File: config.mk
export PLATFORM = sky130hd
export DESIGN_NAME = jk_reg_sequencer
export DESIGN_NICKNAME = d
export VERILOG_FILES = /design/src/rtl/jk_seq_pkg.sv /design/src/rtl/jk_cell.sv /design/src/rtl/jk_reg_sequencer.sv
export SDC_FILE = /design/constraint.sdc
export NUM_CORES = 1
export LEC_CHECK = 0
export ABC_AREA = 0
export CAP_MARGIN = 40
export CORE_MARGIN = 4
export CORE_UTILIZATION = 45
export DETAILED_ROUTE_END_ITERATION = 10
export PLACE_DENSITY = 0.82
export RECOVER_POWER = 50
export SYNTH_ARGS = -nofsm -noshare
export SYNTH_HDL_FRONTEND = slang
export SYNTH_HIERARCHICAL = 1
export SYNTH_SLANG_ARGS = --single-unit
File: constraint.sdc
create_clock -name CLK -period 1.8 [get_ports CLK]
set_input_delay 0.36 -clock CLK [delete_from_list [all_inputs] [get_ports CLK]]
set_output_delay 0.36 -clock CLK [all_outputs]
set_load 0.005 [all_outputs]
File: src/rtl/jk_seq_pkg.sv
// Shared types for the JK register sequencer: opcodes, FSM states, default width.
// Latency: n/a (types and a pure combinational helper only).
// Backpressure: n/a.
package jk_seq_pkg;

    localparam int JK_WIDTH_DEF = 4;

    typedef enum logic [1:0] {
        OP_HOLD   = 2'b00,
        OP_RESET  = 2'b01,
        OP_SET    = 2'b10,
        OP_TOGGLE = 2'b11
    } op_t;

    typedef enum logic [1:0] {
        ST_IDLE  = 2'b00,
        ST_APPLY = 2'b01,
        ST_RESP  = 2'b10
    } state_t;

    // Map an opcode and one mask bit to the {J,K} pair for that register bit.
    function automatic logic [1:0] jk_code(input op_t op, input logic sel);
        logic [1:0] jk;
        jk = 2'b00;
        if (sel) begin
            case (op)
                OP_RESET:  jk = 2'b01;
                OP_SET:    jk = 2'b10;
                OP_TOGGLE: jk = 2'b11;
                default:   jk = 2'b00;
            endcase
        end
        return jk;
    endfunction

endpackage

File: src/rtl/jk_cell.sv
// Single JK flip-flop bit with asynchronous active-low clear.
// Latency: Q reflects J/K one CLK edge later; clear is immediate.
// Backpressure: none, updates every edge.
module jk_cell (
    input  logic CLK,
    input  logic CLR,
    input  logic J,
    input  logic K,
    output logic Q
);

    // Classic JK behaviour; J=K=1 inverts the stored bit, never X.
    always_ff @(posedge CLK or negedge CLR) begin
        if (!CLR) begin
            Q <= 1'b0;
        end else begin
            case ({J, K})
                2'b01:   Q <= 1'b0;
                2'b10:   Q <= 1'b1;
                2'b11:   Q <= ~Q;
                default: Q <= Q;
            endcase
        end
    end

endmodule

File: src/rtl/jk_reg_sequencer.sv
// Two-requester round-robin sequencer applying masked JK ops to a register; optional done counter under JK_SEQ_CNT_EN.
// Latency: done pulses two cycles after the accept cycle; one command per three cycles at best.
// Backpressure: reqN_ready is only raised in IDLE for the granted requester; others wait with valid held.
module jk_reg_sequencer
    import jk_seq_pkg::*;
#(
    parameter int WIDTH = JK_WIDTH_DEF
) (
    input  logic             CLK,
    input  logic             CLR,
    input  logic             req0_valid,
    input  logic [1:0]       req0_op,
    input  logic [WIDTH-1:0] req0_mask,
    output logic             req0_ready,
    input  logic             req1_valid,
    input  logic [1:0]       req1_op,
    input  logic [WIDTH-1:0] req1_mask,
    output logic             req1_ready,
    output logic             done,
    output logic             done_id,
    output logic [WIDTH-1:0] rdata,
    output logic [WIDTH-1:0] q
`ifdef JK_SEQ_CNT_EN
    ,
    output logic [7:0]       cmd_cnt
`endif
);

    state_t           state;
    op_t              op_q;
    logic [WIDTH-1:0] mask_q;
    logic             id_q;
    logic             last_q;
    logic             gnt0;
    logic             gnt1;
    logic [WIDTH-1:0] j_vec;
    logic [WIDTH-1:0] k_vec;

    // Round-robin grant in IDLE only; on conflict the requester not served last wins.
    always_comb begin
        gnt0 = 1'b0;
        gnt1 = 1'b0;
        if (CLR && state == ST_IDLE) begin
            if (req0_valid && req1_valid) begin
                gnt0 = last_q;
                gnt1 = ~last_q;
            end else begin
                gnt0 = req0_valid;
                gnt1 = req1_valid;
            end
        end
    end

    assign req0_ready = gnt0;
    assign req1_ready = gnt1;

    // Command FSM: latch the granted command, apply it for one cycle, then report.
    always_ff @(posedge CLK or negedge CLR) begin
        if (!CLR) begin
            state  <= ST_IDLE;
            op_q   <= OP_HOLD;
            mask_q <= '0;
            id_q   <= 1'b0;
            last_q <= 1'b1;
        end else begin
            case (state)
                ST_IDLE: begin
                    if (gnt0 || gnt1) begin
                        op_q   <= gnt1 ? op_t'(req1_op) : op_t'(req0_op);
                        mask_q <= gnt1 ? req1_mask : req0_mask;
                        id_q   <= gnt1;
                        last_q <= gnt1;
                        state  <= ST_APPLY;
                    end
                end
                ST_APPLY: state <= ST_RESP;
                ST_RESP:  state <= ST_IDLE;
                default:  state <= ST_IDLE;
            endcase
        end
    end

    // J/K are only driven during APPLY so the register moves on the edge that ends it.
    always_comb begin
        j_vec = '0;
        k_vec = '0;
        if (state == ST_APPLY) begin
            for (int i = 0; i < WIDTH; i++) begin
                {j_vec[i], k_vec[i]} = jk_code(op_q, mask_q[i]);
            end
        end
    end

    for (genvar i = 0; i < WIDTH; i++) begin : gen_bit
        jk_cell u_cell (
            .CLK (CLK),
            .CLR (CLR),
            .J   (j_vec[i]),
            .K   (k_vec[i]),
            .Q   (q[i])
        );
    end

    // Response outputs decode straight from the state flop, so they are glitch-free.
    assign done    = (state == ST_RESP);
    assign done_id = done & id_q;
    assign rdata   = done ? q : '0;

`ifdef JK_SEQ_CNT_EN
    // Saturating count of completed commands.
    always_ff @(posedge CLK or negedge CLR) begin
        if (!CLR) begin
            cmd_cnt <= 8'd0;
        end else if (done && cmd_cnt != 8'hFF) begin
            cmd_cnt <= cmd_cnt + 8'd1;
        end
    end
`endif

endmodule

==> flow_summary_export.csv <==
group,metric,value,unit
placed_design,hpwl,1370,µm
timing,finalCriticalPeriod,1.85,ns
floorplanning,rows,14,
detailed_routing,drt_wl_total,1930,µm
setup_path,cp_top_family,"simple AND/OR/NAND/NOR gates",
power_and_ir_drop,vdd_drop_max,0.588,mV
setup_path,critPathBufInv,3,
yosys,ys_ff_latch,14,
power_and_ir_drop,p_leak,0.546,nW
yosys,yosysWarnings,6,
timing,fin_ws,-0.0472,ns
timing,whs,0.141,ns
timing,rsz0062_at_grt,"yes",
detailed_routing,drtAntennaViolNets,0,
grt,grt_usage,17.0,%
timing,maxSlewHeadroom,72.5,%
grt,grt_overflow_total,0,
hold_path,hp-class,"in -> async",
yosys,syn_area,734,µm²
cts,cts_tree,"done",
grt,grt_pass1_wl,3170,µm
floorplanning,coreArea,1520,µm²
floorplanning,dieArea,2340,µm²
floorplanning,die_w,48.4,µm
setup_path,path_class,"reg -> out",
cts,numCtsBuffers,3,
cts,cts-htree-levels,1,
yosys,syn_inst,78,
yosys,yosys.area.top_type,"dfrtp_1",
floorplanning,fp.dieH,48.4,µm
timing,drv_slew,0,
grt,first_global_vias,715,
yosys,ys_seq_area_share,47.9,%
timing,finalSetupViolCount,1,
timing,worst_slew_pin_slew,0.412,ns
timing,layout_worst_path_cycle_share,103,%
timing,fin_skew,0.00157,ns
floorplanning,pin_count,28,
grt,grt_max_degree,16,
run_status,violations,"setup timing",
setup_path,r2r_slack,0.05,ns
cts,clock_latency,0.28,ns
timing,hold_viol_final,0,
yosys,ys_top_cells_by_area,"dfrtp_1 (44%), a21oi_1 (6.8%), and3_1 (6.8%), a31oi_1 (5.1%), and2_1 (4.3%)",
yosys,ys_types,24,
floorplanning,initial_utilization,48.2,%
cts,clk_pin_slew,0.09,ns
setup_path,crit_chain,"buf_4, or3b_4, buf_6, nor2_2, buf_2",
setup_path,cp_data_required_time,1.44,ns
flow_run,drv_cap,0,
yosys,avgSynthCellArea,9.42,µm²
setup_path,arrival,1.49,ns
setup_path,slowest_delay,0.39,ns
detailed_routing,wl_per_cell,14.2,µm
grt,antenna_found_initial,0,
power_and_ir_drop,pwr_density_cell,972,nW/µm²
yosys,synth_top_area_share,44.3,%
run_status,status,"finished with violations",
setup_path,start_kind,"flip-flop",
finish,syn_to_final_growth,55.5,%
cts,clockBufferDepth,2,
cts,clock-root-buffer,"clkbuf_4",
setup_path,end_kind,"primary output",
finish,layout-drive-gt1-share,28.3,%
setup_path,cp_max_fo,2,
timing,fmax,0.541,GHz
detailed_routing,firstDrtPassIters,4,
detailed_routing,viasPerCell,5.43,
detailed_routing,drc,0,
finish,layout.nets,137,
placed_design,gp_congestion,0.814,
setup_path,slowest_stage,"or3b_4",
finish,final_cell_area,1140,µm²
placed_design,post_dp_cell_area,1060,µm²
yosys,synthesis.nets,94,
cts,cts.sinks,14,
detailed_routing,vias,738,
finish,n_antenna_cell,0,
detailed_routing,drt_iter0_drc,13,
finish,fill_cells,110,
placed_design,numPortBuffers,27,
-- power by group --
part	switching [W]	leakage [nW]	internal (W)	total (W)
Combinational	0.000160	0.372	0.000257	0.000417
Sequential	0.0000856	0.160	0.000415	0.000501
Clock	0.000107	0.0150	0.0000862	0.000193
-- area by class of cell --
class	count	area [µm²]	share of cell area [%]
flip-flops and latches	14	352	30.8
repair buffers	42	384	33.6
well taps	16	20.0	1.75
inverters	2	7.51	0.657
clock buffers	4	26.3	2.30
multi-input cells	58	353	30.9
-- repair_timing --
| item | in CTS | in global routing |
|---|---|---|
| endpoints found under the setup margin | 8 | 7 |
| pin swaps | 3 | 1 |
| buffers inserted | 5 | 1 |
| gates resized for setup | 31 | 10 |
| hold buffers | 0 | 0 |
-- cells by family after synthesis --
| family | after synthesis | synth area share, % |
|---|---|---|
| compound gates | 27 | 21.1 |
| simple gates | 31 | 25.7 |
| flops | 14 | 47.9 |
| buf+inv | 6 | 5.28 |
-- per-stage QoR --
| step | power (W) | utilization, % | setup slack [ns] | setup TNS (ns) | cells |
|---|---|---|---|---|---|
| 3_5_place_dp | 0.000892 | 69.6 | -0.490 | -1.72 | 126 |
| 5_1_grt | 0.00118 | 75.0 | -0.112 | -0.385 | 136 |
| 2_1_floorplan | 0.000660 | - | 0.420 | 0 | 78 |
| 4_1_cts | 0.00109 | 72.9 | -0.0581 | -0.112 | 135 |
| 3_3_place_gp | 0.000870 | 69.6 | -0.481 | -1.59 | 126 |
| 6_report | 0.00111 | 75.0 | -0.0472 | -0.0472 | 136 |
-- routing by layer --
layer / share of wire (%) / wire length (µm) / up-vias / track usage [%]
met5: 0 / 0 / - / 0
met4: 1.6 / 30 / 0 / 10.6
met3: 7.3 / 141 / 4 / 4.91
met2: 50 / 961 / 28 / 27.8
met1: 41 / 796 / 342 / 19.0
li1: - / - / 364 / -
-- synth_stat cells --
master / number
nor2_1: 5
or2_1: 1
nand3_1: 6
and3_1: 8
nor2_4: 1
a21o_1: 2
or3b_1: 1
nor2b_1: 1
and2b_1: 1
inv_1: 2
and2_1: 5
dfstp_2: 1
a21boi_1: 1
dfrtp_1: 13
buf_6: 2
o21ai_1: 6
o21ai_0: 1
nand2_2: 1
buf_2: 1
nor3b_2: 1
a21bo_2: 1
a31oi_1: 6
clkbuf_1: 1
a21oi_1: 10
-- worst reg2reg max path: stages, from the launching register on --
cell and delay, ns:
dfrtp_1 0.40, buf_6 0.12, buf_4 0.12, clkbuf_4 0.13, nor3b_1 0.36, buf_4 0.26, nand3_1 0.09, a31oi_1 0.19
-- cell usage in the layout (no fill, tap or decap) --
cell             instances
clkbuf_1                 1
nand2_2                  1
dfrtp_1                 13
buf_2                    3
buf_4                   10
clkdlybuf4s50_1         18
or2_1                    1
nand3_1                  6
nor2b_1                  1
nor2_2                   1
and3_1                   8
o21ai_1                  6
clkbuf_4                 4
a21o_1                   2
dfstp_2                  1
and2_4                   3
a21boi_1                 1
dlygate4sd2_1            2
a21oi_1                 10
and2b_2                  1
clkdlybuf4s15_1          1
or3b_4                   1
inv_1                    2
a31oi_1                  6
nor3b_1                  1
a21bo_2                  1
o21ai_0                  1
buf_6                    7
nor2_1                   4
and2_1                   2
nor2_4                   1
-- registers in the layout, indices dropped and copies added, names as in the netlist --
name / cells
gen_bit.u_cell/Q: 4
last_q: 1
op_q: 2
id_q: 1
mask_q: 4
state: 2
-- worst paths after layout --
check                                    startpoint                   to  cells past startpoint
worst max-delay path                       state[0]           req0_ready                      5
worst min-delay path                            CLR  gen_bit[3].u_cell/Q                      2
worst max register to register             state[1]              op_q[1]                      7
worst min register to register  gen_bit[0].u_cell/Q  gen_bit[0].u_cell/Q                      1
max in group asynchronous                       CLR               last_q                      2
min in group CLK                gen_bit[0].u_cell/Q  gen_bit[0].u_cell/Q                      1
No activity file was read; power rests on OpenSTA's default activity.
